### config.mk
export PLATFORM = sky130hd
export DESIGN_NAME = rf_bank_req_scheduler
export DESIGN_NICKNAME = d
export VERILOG_FILES = /design/src/rtl/rf_sched_pkg.sv /design/src/rtl/rf_bank_req_scheduler_rr_arbiter.sv /design/src/rtl/rf_bank_req_scheduler.sv
export SDC_FILE = /design/constraint.sdc
export NUM_CORES = 1
export LEC_CHECK = 0
export ABC_CLOCK_PERIOD_IN_PS = 8050
export CAP_MARGIN = 20
export CORE_UTILIZATION = 53
export CTS_BUF_LIST = sky130_fd_sc_hd__clkbuf_8
export DETAILED_ROUTE_END_ITERATION = 12
export PLACE_DENSITY = 0.91
export SLEW_MARGIN = 25
export SYNTH_ARGS = -nofsm -noshare
export SYNTH_HDL_FRONTEND = slang
export SYNTH_HIERARCHICAL = 1
export SYNTH_SLANG_ARGS = --single-unit
### constraint.sdc
create_clock -name clk -period 8.05 [get_ports clk]
set_input_delay 0.805 -clock clk [delete_from_list [all_inputs] [get_ports clk]]
set_output_delay 0.805 -clock clk [all_outputs]
set_load 0.05 [all_outputs]
### src/rtl/rf_sched_pkg.sv
// Shared types and sizing for the RF bank request scheduler: queue entry layout,
// scheduler state encoding and the per-bank credit update rule.
package rf_sched_pkg;

    localparam int NUM_BANKS = 4;
    localparam int QDEPTH    = 8;
    localparam int ROW_W     = 3;
    localparam int OCID_W    = 3;
    localparam int BANK_W    = $clog2(NUM_BANKS);
    localparam int CRED_W    = $clog2(QDEPTH + 1);
    localparam int ENTRY_W   = 1 + OCID_W + ROW_W;

    typedef struct packed {
        logic              same;
        logic [OCID_W-1:0] ocid;
        logic [ROW_W-1:0]  row;
    } q_entry_t;

    typedef enum logic {
        IDLE   = 1'b0,
        SECOND = 1'b1
    } sched_state_t;

    // A simultaneous push and pop cancel; a pop at full credit is absorbed.
    function automatic logic [CRED_W-1:0] credit_next(
        input logic [CRED_W-1:0] cur,
        input logic              push,
        input logic              pop
    );
        logic [CRED_W-1:0] nxt;
        nxt = cur;
        if (push && !pop) begin
            nxt = cur - 1'b1;
        end else if (pop && !push && (cur != CRED_W'(QDEPTH))) begin
            nxt = cur + 1'b1;
        end
        return nxt;
    endfunction

endpackage

### src/rtl/rf_bank_req_scheduler_rr_arbiter.sv
// Combinational round-robin arbiter: first requester at or above i_ptr, with wrap.
module rr_arbiter #(
    parameter int N     = 4,
    parameter int PTR_W = (N > 1) ? $clog2(N) : 1
) (
    input  logic [N-1:0]     i_req,
    input  logic [PTR_W-1:0] i_ptr,
    output logic [N-1:0]     o_grant,
    output logic             o_valid
);

    always_comb begin
        logic [PTR_W:0]   w_sum;
        logic [PTR_W-1:0] w_idx;
        o_grant = '0;
        o_valid = 1'b0;
        w_sum   = '0;
        w_idx   = '0;
        for (int i = 0; i < N; i++) begin
            w_sum = {1'b0, i_ptr} + (PTR_W + 1)'(i);
            if (w_sum >= (PTR_W + 1)'(N)) begin
                w_sum = w_sum - (PTR_W + 1)'(N);
            end
            w_idx = w_sum[PTR_W-1:0];
            if (!o_valid && i_req[w_idx]) begin
                o_grant[w_idx] = 1'b1;
                o_valid        = 1'b1;
            end
        end
    end

endmodule

### src/rtl/rf_bank_req_scheduler.sv
// Operand-read scheduler: arbitrates collectors and steers source reads into credit-tracked
// per-bank queues. Optional counters stall_cycles/conflict_cycles under RF_BANK_SCHED_STATS_EN.
module rf_bank_req_scheduler
    import rf_sched_pkg::*;
#(
    parameter int OC_NUM = 4
) (
    input  logic                          clk,
    input  logic                          rst,
    input  logic [OC_NUM-1:0]             oc_req_valid,
    input  logic [OC_NUM-1:0]             oc_src1_valid,
    input  logic [OC_NUM-1:0]             oc_src2_valid,
    input  logic [OC_NUM*BANK_W-1:0]      oc_src1_bank,
    input  logic [OC_NUM*BANK_W-1:0]      oc_src2_bank,
    input  logic [OC_NUM*ROW_W-1:0]       oc_src1_row,
    input  logic [OC_NUM*ROW_W-1:0]       oc_src2_row,
    output logic [OC_NUM-1:0]             oc_grant,
    output logic [NUM_BANKS-1:0]          bank_push,
    output logic [NUM_BANKS*ENTRY_W-1:0]  bank_push_data,
    input  logic [NUM_BANKS-1:0]          bank_pop,
    output logic                          credit_err,
    output sched_state_t                  dbg_state,
    output logic [$clog2(OC_NUM)-1:0]     dbg_rr_ptr,
    output logic [NUM_BANKS*CRED_W-1:0]   dbg_credit
`ifdef RF_BANK_SCHED_STATS_EN
    ,
    output logic [31:0]                   stall_cycles,
    output logic [31:0]                   conflict_cycles
`endif
);

    localparam int PTR_W = $clog2(OC_NUM);

    sched_state_t      r_state;
    logic [PTR_W-1:0]  r_rr_ptr;
    logic [CRED_W-1:0] r_credit [NUM_BANKS];
    logic              r_credit_err;
    logic [OC_NUM-1:0] r_win_oh;
    logic [PTR_W-1:0]  r_win_idx;
    logic [BANK_W-1:0] r_s2_bank;
    logic [ROW_W-1:0]  r_s2_row;

    logic [OC_NUM-1:0]    w_elig;
    logic [OC_NUM-1:0]    w_win_oh;
    logic                 w_win_vld;
    logic [PTR_W-1:0]     w_win_idx;
    logic                 w_s1v, w_s2v;
    logic [BANK_W-1:0]    w_s1b, w_s2b;
    logic [ROW_W-1:0]     w_s1r, w_s2r;
    logic [NUM_BANKS-1:0] w_has_credit;
    logic [NUM_BANKS-1:0] w_push;
    q_entry_t             w_entry [NUM_BANKS];
    logic [OC_NUM-1:0]    w_grant;
    logic                 w_fire;
    logic                 w_enter_second;
    logic [PTR_W-1:0]     w_gnt_idx;

    assign w_elig = oc_req_valid & (oc_src1_valid | oc_src2_valid);

    rr_arbiter #(
        .N     (OC_NUM),
        .PTR_W (PTR_W)
    ) u_arb (
        .i_req   (w_elig),
        .i_ptr   (r_rr_ptr),
        .o_grant (w_win_oh),
        .o_valid (w_win_vld)
    );

    always_comb begin
        w_win_idx = '0;
        w_s1v     = 1'b0;
        w_s2v     = 1'b0;
        w_s1b     = '0;
        w_s2b     = '0;
        w_s1r     = '0;
        w_s2r     = '0;
        for (int n = 0; n < OC_NUM; n++) begin
            if (w_win_oh[n]) begin
                w_win_idx = PTR_W'(n);
                w_s1v     = oc_src1_valid[n];
                w_s2v     = oc_src2_valid[n];
                w_s1b     = oc_src1_bank[n*BANK_W +: BANK_W];
                w_s2b     = oc_src2_bank[n*BANK_W +: BANK_W];
                w_s1r     = oc_src1_row[n*ROW_W +: ROW_W];
                w_s2r     = oc_src2_row[n*ROW_W +: ROW_W];
            end
        end
    end

    always_comb begin
        for (int b = 0; b < NUM_BANKS; b++) begin
            w_has_credit[b] = (r_credit[b] != '0);
        end
    end

    // Push/grant decision; nothing is issued while reset is asserted.
    always_comb begin
        w_push         = '0;
        w_grant        = '0;
        w_fire         = 1'b0;
        w_enter_second = 1'b0;
        for (int b = 0; b < NUM_BANKS; b++) begin
            w_entry[b] = '0;
        end
        if (!rst) begin
            if (r_state == IDLE && w_win_vld) begin
                if (w_s1v && w_s2v && (w_s1b == w_s2b)) begin
                    if (w_has_credit[w_s1b]) begin
                        w_push[w_s1b]  = 1'b1;
                        w_entry[w_s1b] = '{same: 1'b0, ocid: OCID_W'(w_win_idx), row: w_s1r};
                        w_enter_second = 1'b1;
                    end
                end else if (w_s1v && w_s2v) begin
                    if (w_has_credit[w_s1b] && w_has_credit[w_s2b]) begin
                        w_push[w_s1b]  = 1'b1;
                        w_push[w_s2b]  = 1'b1;
                        w_entry[w_s1b] = '{same: 1'b0, ocid: OCID_W'(w_win_idx), row: w_s1r};
                        w_entry[w_s2b] = '{same: 1'b0, ocid: OCID_W'(w_win_idx), row: w_s2r};
                        w_grant        = w_win_oh;
                        w_fire         = 1'b1;
                    end
                end else if (w_s1v) begin
                    if (w_has_credit[w_s1b]) begin
                        w_push[w_s1b]  = 1'b1;
                        w_entry[w_s1b] = '{same: 1'b0, ocid: OCID_W'(w_win_idx), row: w_s1r};
                        w_grant        = w_win_oh;
                        w_fire         = 1'b1;
                    end
                end else if (w_s2v) begin
                    if (w_has_credit[w_s2b]) begin
                        w_push[w_s2b]  = 1'b1;
                        w_entry[w_s2b] = '{same: 1'b0, ocid: OCID_W'(w_win_idx), row: w_s2r};
                        w_grant        = w_win_oh;
                        w_fire         = 1'b1;
                    end
                end
            end else if (r_state == SECOND) begin
                if (w_has_credit[r_s2_bank]) begin
                    w_push[r_s2_bank]  = 1'b1;
                    w_entry[r_s2_bank] = '{same: 1'b1, ocid: OCID_W'(r_win_idx), row: r_s2_row};
                    w_grant            = r_win_oh;
                    w_fire             = 1'b1;
                end
            end
        end
    end

    assign w_gnt_idx = (r_state == SECOND) ? r_win_idx : w_win_idx;

    always_ff @(posedge clk) begin
        if (rst) begin
            r_state      <= IDLE;
            r_rr_ptr     <= '0;
            r_credit_err <= 1'b0;
            r_win_oh     <= '0;
            r_win_idx    <= '0;
            r_s2_bank    <= '0;
            r_s2_row     <= '0;
            for (int b = 0; b < NUM_BANKS; b++) begin
                r_credit[b] <= CRED_W'(QDEPTH);
            end
        end else begin
            case (r_state)
                IDLE: begin
                    if (w_enter_second) begin
                        r_state   <= SECOND;
                        r_win_oh  <= w_win_oh;
                        r_win_idx <= w_win_idx;
                        r_s2_bank <= w_s2b;
                        r_s2_row  <= w_s2r;
                    end
                end
                SECOND: begin
                    if (w_fire) begin
                        r_state <= IDLE;
                    end
                end
                default: r_state <= IDLE;
            endcase
            if (w_fire) begin
                r_rr_ptr <= (w_gnt_idx == PTR_W'(OC_NUM - 1)) ? '0 : w_gnt_idx + 1'b1;
            end
            for (int b = 0; b < NUM_BANKS; b++) begin
                r_credit[b] <= credit_next(r_credit[b], w_push[b], bank_pop[b]);
                if (bank_pop[b] && !w_push[b] && (r_credit[b] == CRED_W'(QDEPTH))) begin
                    r_credit_err <= 1'b1;
                end
            end
        end
    end

    always_comb begin
        bank_push_data = '0;
        dbg_credit     = '0;
        for (int b = 0; b < NUM_BANKS; b++) begin
            bank_push_data[b*ENTRY_W +: ENTRY_W] = w_entry[b];
            dbg_credit[b*CRED_W +: CRED_W]       = r_credit[b];
        end
    end

    assign oc_grant   = w_grant;
    assign bank_push  = w_push;
    assign credit_err = r_credit_err;
    assign dbg_state  = r_state;
    assign dbg_rr_ptr = r_rr_ptr;

`ifdef RF_BANK_SCHED_STATS_EN
    logic [31:0] r_stall_cycles;
    logic [31:0] r_conflict_cycles;

    always_ff @(posedge clk) begin
        if (rst) begin
            r_stall_cycles    <= '0;
            r_conflict_cycles <= '0;
        end else begin
            if ((|w_elig) && !(|w_push) && (r_stall_cycles != '1)) begin
                r_stall_cycles <= r_stall_cycles + 1'b1;
            end
            if ((r_state == SECOND) && (r_conflict_cycles != '1)) begin
                r_conflict_cycles <= r_conflict_cycles + 1'b1;
            end
        end
    end

    assign stall_cycles    = r_stall_cycles;
    assign conflict_cycles = r_conflict_cycles;
`endif

endmodule

## Word level (Yosys, flattened, before mapping)

Memories as Yosys holds them, arrays and structs flattened.
Cells that the tools add are included.

- Bits in registers: 15
- Bits in latches: 0
- Bits in writable memories: 16
- ROM bits: 0
- Logic and storage cells: 274
- Memories: 1

Memories:

| memory | depth | width | read ports | clocked after memory_dff | wr ports | line | RTL |
|---|---|---|---|---|---|---|---|
| r_credit | 4 | 4 | 4 | 0 | 4 | rf_bank_req_scheduler.sv:36 | `logic [CRED_W-1:0] r_credit [NUM_BANKS];` |

- Add/sub/neg operators: 16
- Multipliers: 0
- Div/mod/pow operators: 0
- Magnitude comparators: 24
- Equality and inequality tests: 10
- Shift-type cells: 0
- Mux-type cells: 149
- Bitwise operators: 17
- Reductions and logical operators: 50

Operator list:

| operator | count |
|---|---|
| 28-bit 2-to-1 mux | 11 |
| 4-bit 2-to-1 mux | 42 |
| 26-bit by 28-bit AND with 28-bit output | 2 |
| 1-bit 2-to-1 mux | 50 |
| 7-bit demux with 2-bit select | 3 |
| 1-bit logical AND | 33 |
| 2-bit 2-to-1 mux | 16 |
| 28-bit AND | 1 |
| 28-bit bitwise mux | 1 |
| 3-bit 2-to-1 mux | 8 |
| 2-bit by 3-bit less-than comparator with 1-bit output (second input constant) | 7 |
| 7-bit 2-to-1 mux | 3 |
| 4-bit bitwise OR | 5 |
| 4-bit nonzero test | 5 |
| 3-bit >= comparator (second input constant) | 6 |
| 4-bit by 1-bit adder with 4-bit output (second input constant) | 4 |
| 4-bit == test (second input constant) | 4 |
| 4-bit inequality test (second input constant) | 4 |
| 4-bit by 1-bit subtractor with 4-bit output (second input constant) | 4 |
| 1-bit binary-select mux with 2-bit select | 7 |
| 1-bit demux with 2-bit select | 7 |
| 2-bit by 1-bit >= comparator with 1-bit output (second input constant) | 7 |
| 1-bit zero test | 11 |
| 3-bit by 1-bit less-than comparator with 1-bit output (second input constant) | 3 |
| 13 further kinds | 22 |

## Logic depth before layout (Yosys ltp)

Gate-level depths: netlist of the first run.

- Depth in word-level cells: 36
- Gate-level depth with buffers: 24

## Cells and area by module

The synthesis of the first run kept the hierarchy.

By module, submodules not included:

| module | times used | cells an instance | area an instance (sq um) | seq. area each (sq um) |
|---|---|---|---|---|
| rf_bank_req_scheduler | 1 | 536 | 3892.5 | 620.6 |
| rr_arbiter | 1 | 62 | 470.5 | 0.0 |

## Worst setup path before layout of the first run

Ideal clock, no wire load.

- Kind: flip-flop to output port
- Start: register r_rr_ptr[1], in the netlist dbg_rr_ptr[1]
- End: output bank_push_data[23]
- Data arrival time: 5.250 ns
- Data required time: 7.245 ns
- Slack: 1.995 ns
- Cell stages (with the launch flop): 19
- Path buffers: 4
- Path through: dfxtp_1 buf_2 inv_1 ha_1 mux2i_1 mux2_2 a2111oi_2 o2bb2ai_1 buf_6 or2_4 buf_6 a221oi_2 o21ai_1 nand4_4 nor2_2 buf_2 a21oi_1 a32oi_1 o21ai_0

- Elaborated cells on any way between the ends: 117
- Classes of those cells: 7 x add/sub; 16 x order compare; 1 x eq/ne; 70 x mux; 7 x bitwise; 16 x reduce/logical

RTL lines:

| what | line | RTL |
|---|---|---|
| start, declared | rf_bank_req_scheduler.sv:35 | `logic [PTR_W-1:0] r_rr_ptr;` |
| start signal, assigned | rf_bank_req_scheduler.sv:182 | `r_rr_ptr <= (w_gnt_idx == PTR_W'(OC_NUM - 1)) ? '0 : w_gnt_idx + 1'b1;` |
| parallel branches: the longest is 13 deep, another holds 2-bit by 1-bit adder with 3-bit output | n/a |  |
| 4-bit 2-to-1 mux (*) | rf_bank_req_scheduler_rr_arbiter.sv:25 | `if (!o_valid && i_req[w_idx]) begin` |
| via w_win_oh[2] | rf_bank_req_scheduler.sv:44 | `logic [OC_NUM-1:0] w_win_oh;` |
| 2-bit 2-to-1 mux (2 in series) | rf_bank_req_scheduler.sv:79 | `if (w_win_oh[n]) begin` |
| 2-bit inverter with 3-bit output (not written as such) | rf_bank_req_scheduler.sv:119, rf_bank_req_scheduler.sv:133 |  |
| 3-bit >= comparator (not written as such) or 3-bit by 1-bit less-than comparator with 1-bit output (tied branches) | rf_bank_req_scheduler.sv:119, rf_bank_req_scheduler.sv:133 |  |
| 1-bit logical AND (not written as such) | rf_bank_req_scheduler.sv:119, rf_bank_req_scheduler.sv:133 |  |
| 7-bit 2-to-1 mux (not written as such) | rf_bank_req_scheduler.sv:119, rf_bank_req_scheduler.sv:133 |  |
| 7-bit demux with 2-bit select | rf_bank_req_scheduler.sv:119, rf_bank_req_scheduler.sv:133 |  |
| 26-bit by 28-bit AND with 28-bit output (no source line) | n/a |  |
| 28-bit 2-to-1 mux | rf_bank_req_scheduler.sv:131 | `if (w_has_credit[w_s2b]) begin` |
| 28-bit 2-to-1 mux | rf_bank_req_scheduler.sv:130 | `end else if (w_s2v) begin` |
| 28-bit 2-to-1 mux | rf_bank_req_scheduler.sv:123 | `end else if (w_s1v) begin` |
| 28-bit 2-to-1 mux | rf_bank_req_scheduler.sv:114 | `end else if (w_s1v && w_s2v) begin` |
| 28-bit 2-to-1 mux (*) | rf_bank_req_scheduler.sv:108 | `if (w_s1v && w_s2v && (w_s1b == w_s2b)) begin` |
| 28-bit 2-to-1 mux (*) | rf_bank_req_scheduler.sv:107 | `if (r_state == IDLE && w_win_vld) begin` |
| 28-bit 2-to-1 mux (*) | rf_bank_req_scheduler.sv:106 | `if (!rst) begin` |
| end, declared | rf_bank_req_scheduler.sv:19 | `output logic [NUM_BANKS*ENTRY_W-1:0] bank_push_data,` |

Mark *: on every way through the listed nets, which the timed path passes. The select of a mux whose other input is x is not followed.

## Final worst setup path of the first run

- Start: input oc_src2_valid[2]
- End: output bank_push_data[9]

- Elaborated cells on any way between the ends: 84
- Classes of those cells: 4 x order compare; 1 x eq/ne; 58 x mux; 9 x bitwise; 12 x reduce/logical

RTL lines:

| what | line | RTL |
|---|---|---|
| start, declared | rf_bank_req_scheduler.sv:12 | `input logic [OC_NUM-1:0] oc_src2_valid,` |
| 4-bit bitwise OR (*) | rf_bank_req_scheduler.sv:58 | `assign w_elig = oc_req_valid & (oc_src1_valid \| oc_src2_valid);` |
| 4-bit AND (*) | rf_bank_req_scheduler.sv:58 |  |
| via w_elig[2] | rf_bank_req_scheduler.sv:43 | `logic [OC_NUM-1:0] w_elig;` |
| 1-bit binary-select mux with 2-bit select | rf_bank_req_scheduler_rr_arbiter.sv:25 |  |
| 1-bit 2-to-1 mux (not written as such) | rf_bank_req_scheduler_rr_arbiter.sv:25 |  |
| 1-bit 2-to-1 mux | rf_bank_req_scheduler_rr_arbiter.sv:25 |  |
| 1-bit zero test | rf_bank_req_scheduler_rr_arbiter.sv:25 |  |
| 1-bit logical AND | rf_bank_req_scheduler_rr_arbiter.sv:25 |  |
| [... 7 more ...] | n/a |  |
| via w_win_oh[1] | rf_bank_req_scheduler.sv:44 |  |
| [... 8 more ...] | n/a |  |
| 26-bit by 28-bit AND with 28-bit output (no source line) | n/a |  |
| 28-bit 2-to-1 mux | rf_bank_req_scheduler.sv:131 |  |
| 28-bit 2-to-1 mux | rf_bank_req_scheduler.sv:130 |  |
| 28-bit 2-to-1 mux | rf_bank_req_scheduler.sv:123 |  |
| 28-bit 2-to-1 mux | rf_bank_req_scheduler.sv:114 |  |
| 28-bit 2-to-1 mux (*) | rf_bank_req_scheduler.sv:108 |  |
| 28-bit 2-to-1 mux (*) | rf_bank_req_scheduler.sv:107 |  |
| 28-bit 2-to-1 mux (*) | rf_bank_req_scheduler.sv:106 |  |

Mark *: on every way through the listed nets, which the timed path passes. The rest lies on a longest branch. The select of a mux whose other input is x is not followed.

==> impl_metrics.env, run 1 <==
export IMPL_ir_worst_vdd_mv=0.2759
export IMPL_route_detailed_drc=0
export IMPL_rrSetupSlack_ps=1340
export IMPL_leakage_nw=2.071
export IMPL_hold_start="r_win_oh[1]"
export IMPL_rr_worst_depth=21
export IMPL_met2WireLength_mm=7.834
export IMPL_rsz0062_at_grt="no"
export IMPL_synth_cell_types=92
export IMPL_finalPower_mw=2.709
export IMPL_final_antenna_net_count=0
export IMPL_area_growth_syn_to_layout_pct=28.45
export IMPL_path_buf_inv=2
export IMPL_setup_viol=0
export IMPL_multi_input_area_mm2=0.003477
export IMPL_cp_cell_sequence="clkdlybuf4s50_1 > o21a_1 > mux2i_1 > mux2_2 > a2111oi_2 > o2bb2ai_4 > nor2b_1 > a221oi_2 > nor2_1 > o211ai_1 > a21oi_2 > a21oi_1 > o21ai_0 > a32o_1 > clkdlybuf4s50_1"
export IMPL_clock_fmax_mhz=135.2
export IMPL_core_mm2=0.007848
export IMPL_drive_gt1_share_pct=9.510
export IMPL_worst_setup_path_start_kind="primary input"
export IMPL_met1_length_mm=6.301
export IMPL_post_place_ws_ps=767.2
export IMPL_antenna_found_initial=0
export IMPL_power_density_mw_per_mm2=483.4
export IMPL_slew_headroom_pct=37.02
export IMPL_clkTransAtPathRegs_ps=70
export IMPL_crit_slowest_cell="clkdlybuf4s50_1"
export IMPL_die_h_um=92.73
export IMPL_cp_required_ps=7240
export IMPL_syn_instance_count=598
export IMPL_firstDrtPassIters=5
export IMPL_cellInternalPower_mw=1.030
export IMPL_fin_hold_ws_ps=463.1
export IMPL_period_share_pct=91.86
export IMPL_num_nets_final=770
export IMPL_grt_overflow_total=0
export IMPL_grt_max_degree=37
export IMPL_totalWireLength_mm=16.44
export IMPL_row_count=32
export IMPL_num_vias=5427
export IMPL_dr_wl_met3_mm=1.541
export IMPL_timing_critical_path_mode_cell="clkdlybuf4s50_1"
export IMPL_min_path_type="reg -> reg"
export IMPL_cts_setup_buffers=0
export IMPL_skew_ps=5.514
export IMPL_power_frac_seq_pct=9.3
export IMPL_drv_slew=0
export IMPL_design_area_mm2=0.005604
export IMPL_highest_layer="met4"
export IMPL_status="finished clean"
export IMPL_insertion_delay_ps=290
export IMPL_r2r_end="r_credit[3][3]"
export IMPL_cts_tree="built"
export IMPL_die_w_um=92.73
export IMPL_cts_resized_gates=0
export IMPL_syn_area_mm2=0.004363
export IMPL_cts_inserted_buffers=5
export IMPL_fp_dieArea_mm2=0.008599
export IMPL_timing_final_ws_setup_ps=655.3
export IMPL_crit_arrival_ps=6590
export IMPL_dp_cells=789
export IMPL_gp_congestion=0.9675
export IMPL_combPwrFrac_pct=85.9
export IMPL_ys_flop_type="dfxtp_1"
export IMPL_hpwl_mm=12.73
export IMPL_crit_start="oc_src2_valid[2]"
export IMPL_regArea_um2=620.6
export IMPL_fin_util_pct=71.41
export IMPL_setup_tns_ps=0
export IMPL_p_clk_share_pct=4.8
export IMPL_cts_root_buf="clkbuf_8"
export IMPL_via_per_inst=6.818
export IMPL_power_switching_mw=1.679
export IMPL_portBuffers=109
export IMPL_drv_cap=0
export IMPL_finalHoldViolCount=0
export IMPL_start_util_pct=55.60
export IMPL_final_min_clock_period_ps=7395
export IMPL_holdBufCountCts=0
export IMPL_critPathTopFamily="compound AO/OA/AOI/OAI gates"
export IMPL_avgSynthCellArea_um2=7.296
export IMPL_final_cells=796
export IMPL_end_kind="output port"
export IMPL_track_usage_pct=37.48
export IMPL_antenna_cells=0
export IMPL_ys_ff_latch=31
export IMPL_grt_first_pass_wirelength_mm=25.61
export IMPL_endpoint="bank_push_data[9]"
export IMPL_grt_pass1_vias=5166
export IMPL_path_max_fanout=25
export IMPL_worstMarginPinSlew_ps=936.1
export IMPL_cts_buffer_depth=2
export IMPL_ys_async_sr_fraction_pct=0
export IMPL_power_switching_share_pct=61.97
export IMPL_dpl_instance_area_mm2=0.005498
export IMPL_numClockSinks=31
export IMPL_wl_per_cell_um=20.65
export IMPL_drt_initial_drc_count=697
export IMPL_critPathMaxStageDelay_ps=800
export IMPL_htreeDepth=2
export IMPL_yosysWarnings=6
export IMPL_pin_count=114
export IMPL_n_fill_cell=650
export IMPL_cp_depth=15
export IMPL_synth_edff_count=0
export IMPL_r2r_start="dbg_rr_ptr[1]"
export IMPL_yosysSeqAreaShare_pct=14.22
export IMPL_critPathKind="in -> out"
[per-layer routing]
layer | GRT usage (%) | vias up
li1 | - | 2457
met5 | 0 | -
met3 | 5.665 | 67
met4 | 18.21 | 0
met1 | 45.71 | 2508
met2 | 64.07 | 395
[worst min-delay path by stage]
stage,endpoint,depth (start not counted)
floorplan,r_win_oh[0],2
global route,r_win_oh[0],2
global placement,r_win_oh[0],2
CTS,r_win_oh[1],2
detailed placement,r_win_oh[1],2
finish,r_win_oh[1],2
[layout by cell type (no fill, tap or decap), types with 7 or more instances in the layout]
cell               n
clkdlybuf4s50_1  109
nand2_1           61
nor2_1            61
a21oi_1           52
dfxtp_1           31
nand3_1           28
inv_1             27
o21ai_0           21
nor3_1            16
ha_1              14
mux2i_1           13
nand2b_1          12
a31oi_1           11
o22ai_1           11
buf_4             11
o21a_1             9
a221oi_1           9
mux2_2             9
o21ai_1            8
nor4_1             7
a211oi_1           7
a21o_1             7
[power by group through the flow]
stage / logic (mW) / clock network [mW] / registers (mW)
2_1_floorplan: 1.56 / 0 / 0.332
4_1_cts: 2.26 / 0.129 / 0.248
3_3_place_gp: 2.22 / 0 / 0.248
5_1_grt: 2.46 / 0.136 / 0.256
6_report: 2.33 / 0.130 / 0.251
3_5_place_dp: 2.25 / 0 / 0.251
[worst register-to-register path: stages, from the launching register on]
cell and delay, ps:
dfxtp_1 600, inv_1 180, ha_1 420, mux2i_1 520, nor3b_1 160, a2111oi_2 480, o2bb2ai_4 270, nor2b_1 770
a221o_1 430, nand3_1 190, and4_1 270, nand2_1 300, nor2_1 90, a221oi_1 570, inv_1 160, ha_1 320
a21o_1 110, a21o_1 150, inv_1 60, and3_1 180, mux2_2 260, nor3_1 140
[registers in the layout, summed over array words and instances, names as in the netlist]
name        count
r_credit       16
r_win_oh        4
r_s2_row        3
dbg_rr_ptr      2
r_s2_bank       2
r_win_idx       2
credit_err      1
dbg_state       1
[cells in the mapped netlist, types with 5 or more instances]
library cell | n | area (um2)
nand2_1 | 61 | 229.0
nor2_1 | 61 | 229.0
a21oi_1 | 52 | 260.3
dfxtp_1 | 31 | 620.6
nand3_1 | 28 | 140.1
inv_1 | 27 | 101.4
o21ai_0 | 21 | 105.1
clkbuf_1 | 16 | 60.06
nor3_1 | 16 | 80.08
ha_1 | 14 | 175.2
mux2i_1 | 13 | 130.1
nand2b_1 | 12 | 75.07
a31oi_1 | 11 | 68.82
o22ai_1 | 11 | 68.82
a221oi_1 | 9 | 78.83
mux2_2 | 9 | 101.4
o21a_1 | 9 | 67.56
buf_2 | 8 | 40.04
nor4_1 | 8 | 50.05
o21ai_1 | 8 | 40.04
a211oi_1 | 7 | 52.55
a21o_1 | 7 | 52.55
a32o_1 | 6 | 60.06
a32oi_1 | 6 | 52.55
and3_1 | 6 | 37.54
buf_4 | 6 | 45.04
nor2b_1 | 6 | 37.54
o211ai_1 | 6 | 45.04
a21oi_2 | 5 | 43.79
nor3b_1 | 5 | 37.54
o221ai_1 | 5 | 43.79
[cell type report]
type | instances | share of cell area [%]
clock buffer | 6 | 1.474
sequential | 31 | 11.07
timing repair buffer | 120 | 20.94
tap | 102 | 2.277
clock inverter | 1 | 0.08931
inverter | 30 | 2.099
multi-input combinational | 506 | 62.05
[kinds of logic after synthesis]
logic type                 count (synthesis)  share of synthesized area (%)
and+or+nand+nor                          235                          27.36
DFF                                       31                          14.22
buffers and inverters                     64                          7.055
AOI/OAI and AO/OA                        216                          37.31
other                                      1                        0.08595
muxes                                     27                          6.911
xor gates and xnor gates                   6                          1.204
adders and majority gates                 18                          5.850
No activity file was read; power rests on OpenSTA's default activity.
==> run 2, diff against run 1 <==
--- a/config.mk
+++ b/config.mk
@@ -5,14 +5,13 @@
 export SDC_FILE = /design/constraint.sdc
 export NUM_CORES = 1
 export LEC_CHECK = 0
-export ABC_CLOCK_PERIOD_IN_PS = 8050
+export ABC_CLOCK_PERIOD_IN_PS = 9360
 export CAP_MARGIN = 20
 export CORE_UTILIZATION = 53
 export CTS_BUF_LIST = sky130_fd_sc_hd__clkbuf_8
 export DETAILED_ROUTE_END_ITERATION = 12
-export PLACE_DENSITY = 0.91
+export PLACE_DENSITY = 0.92
 export SLEW_MARGIN = 25
 export SYNTH_ARGS = -nofsm -noshare
 export SYNTH_HDL_FRONTEND = slang
-export SYNTH_HIERARCHICAL = 1
 export SYNTH_SLANG_ARGS = --single-unit
==> constraint.sdc (replaced) <==
create_clock -name clk -period 9.36 [get_ports clk]
set_input_delay 0.936 -clock clk [delete_from_list [all_inputs] [get_ports clk]]
set_output_delay 0.936 -clock clk [all_outputs]
set_load 0.05 [all_outputs]
==> impl_metrics.env, run 2 <==
export IMPL_ys_async_sr_fraction_pct=0
export IMPL_drt_initial_drc_count=501
export IMPL_yosysSeqAreaShare_pct=14.82
export IMPL_skew_ps=8.435
export IMPL_final_min_clock_period_ps=7702
export IMPL_grt_first_pass_wirelength_mm=23.67
export IMPL_die_w_um=90.88
export IMPL_syn_instance_count=570
export IMPL_drv_cap=0
export IMPL_critPathTopFamily="simple AND/OR/NAND/NOR gates"
export IMPL_via_per_inst=6.612
export IMPL_cts_inserted_buffers=5
export IMPL_portBuffers=109
export IMPL_final_antenna_net_count=0
export IMPL_path_buf_inv=2
export IMPL_insertion_delay_ps=290
export IMPL_worst_setup_path_start_kind="flip-flop"
export IMPL_ys_flop_type="dfxtp_1"
export IMPL_cts_root_buf="clkbuf_8"
export IMPL_ys_ff_latch=31
export IMPL_gp_congestion=1.002
export IMPL_firstDrtPassIters=6
export IMPL_die_h_um=90.88
export IMPL_cts_buffer_depth=2
export IMPL_period_share_pct=82.29
export IMPL_cp_required_ps=8420
export IMPL_yosysWarnings=0
export IMPL_core_mm2=0.007687
export IMPL_avgSynthCellArea_um2=7.345
export IMPL_route_detailed_drc=0
export IMPL_fp_dieArea_mm2=0.008258
export IMPL_yosysMostFrequentCell="nand2_1"
export IMPL_antenna_cells=0
export IMPL_n_fill_cell=643
export IMPL_crit_start="dbg_rr_ptr[0]"
export IMPL_final_common_cell="clkdlybuf4s50_1"
export IMPL_grt_max_degree=30
export IMPL_critPathMaxStageDelay_ps=840
export IMPL_reg_top3="r_credit (16), r_win_oh (4), r_s2_row (3)"
export IMPL_numClockSinks=31
export IMPL_largest_register="r_credit"
export IMPL_path_max_fanout=21
export IMPL_synth_edff_count=0
export IMPL_largest_reg_flops=16
export IMPL_synth_area_leaders="dfxtp_1 15%, a21oi_1 6.3%, nand2_1 4.8%"
export IMPL_yosys_top_cells_count="54 x nand2_1, 53 x a21oi_1, 51 x nor2_1"
export IMPL_num_nets_final=743
export IMPL_final_cell_mix="109 x clkdlybuf4s50_1, 54 x nand2_1, 53 x a21oi_1, 51 x nor2_1, 36 x o21ai_0"
export IMPL_min_path_type="reg -> reg"
export IMPL_setup_viol=0
export IMPL_htreeDepth=2
export IMPL_clock_fmax_mhz=129.8
export IMPL_status="finished clean"
export IMPL_start_util_pct=54.46
export IMPL_holdBufCountCts=0
export IMPL_clkTransAtPathRegs_ps=70
export IMPL_grt_overflow_total=0
export IMPL_synth_top_area_share_pct=14.82
export IMPL_antenna_found_initial=0
export IMPL_wl_per_cell_um=19.45
export IMPL_timing_critical_path_mode_cell="a21oi_1"
export IMPL_slew_headroom_pct=27.51
export IMPL_worstMarginPinSlew_ps=1083
export IMPL_crit_slowest_cell="nor2_1"
export IMPL_syn_area_mm2=0.004187
export IMPL_grt_pass1_vias=4786
export IMPL_r2r_start="dbg_rr_ptr[0]"
export IMPL_rsz0062_at_grt="no"
export IMPL_totalWireLength_mm=14.98
export IMPL_hpwl_mm=11.59
export IMPL_crit_arrival_ps=6770
export IMPL_track_usage_pct=35.24
export IMPL_cts_setup_buffers=0
export IMPL_cts_resized_gates=0
export IMPL_drv_slew=0
export IMPL_pin_count=114
export IMPL_drive_gt1_share_pct=8.383
export IMPL_synth_cell_types=88
export IMPL_area_growth_syn_to_layout_pct=29.56
export IMPL_finalHoldViolCount=0
export IMPL_end_kind="output port"
export IMPL_critPathKind="reg -> out"
export IMPL_hold_start="r_win_oh[3]"
export IMPL_cts_tree="built"
export IMPL_cp_cell_sequence="inv_1 > ha_1 > mux2i_2 > a2111o_1 > a41oi_2 > nor2_1 > nand2_1 > o221ai_2 > nor2_2 > and3_4 > a21oi_1 > nand2b_1 > a21oi_1 > nor3_1 > clkdlybuf4s50_1"
export IMPL_num_vias=5091
export IMPL_row_count=32
export IMPL_setup_tns_ps=0
export IMPL_yosys_area_top_type="dfxtp_1"
==> run 2: per-layer routing <==
metal	track usage (%)	up-vias	routed length, um
li1	-	2372	-
met1	44.19	2366	5944
met2	59.53	310	7097
met3	7.407	43	1530
met4	12.30	0	402
met5	0	-	0
==> run 2: worst register-to-register path, cell delays in order (launching register included) <==
cell	delay [ps]
dfxtp_1	810
inv_1	210
ha_1	500
mux2i_2	520
a2111o_1	240
a41oi_2	130
nor2_1	840
nand2_1	290
o221ai_2	700
nor2_2	220
and3_4	270
and2_1	190
o31ai_2	360
inv_2	110
ha_1	280
a21o_1	180
a21oi_1	310
nor4b_1	100
mux2_2	300
a311oi_2	250
==> run 2: kinds of logic after synthesis <==
logic type | Yosys count | share of synthesized area, %
other cells | 1 | 0.08957
xor+xnor | 10 | 2.272
flops | 31 | 14.82
fa+ha+maj | 18 | 6.097
mux | 22 | 6.365
simple gates | 193 | 21.79
compound gates | 238 | 42.35
buf+inv | 57 | 6.216
==> run 2: area by class of cell <==
class	instances	area (um2)	area share (%)
Multi-Input combinational cell	485	3317	61.15
Timing Repair Buffer	114	1129	20.81
Sequential cell	31	620.6	11.44
Tap cell	102	127.6	2.353
Inverter	30	112.6	2.076
Clock buffer	6	82.58	1.522
Clock inverter	2	35.03	0.6459
==> run 2: final timing paths <==
| check | slack [ps] | to | cells past startpoint |
|---|---|---|---|
| hold reg to reg | 500 | r_win_oh[3] | 2 |
| setup reg to reg | 2450 | r_credit[3][3] | 19 |
| setup / recovery | 1660 | bank_push_data[23] | 15 |
| hold / removal | 500 | r_win_oh[3] | 2 |
==> run 2: through the flow <==
step	area (um2)	std cells	setup WS (ps)	hold slack (ps)	util, %
after detailed placement	5306	762	1976	491.2	69.03
after CTS	5424	770	1783	500.9	70.56
after global routing	5424	770	1174	530.4	70.56
after global placement	5306	762	2132	490.9	69.03
final	5424	770	1658	501.2	70.56
after floorplan	4198	573	2638	476.6	-
Power of run 2 is left out: the tool's default activity adds up to more than one toggle a clock period on the data nets, which glitch-free logic cannot reach.
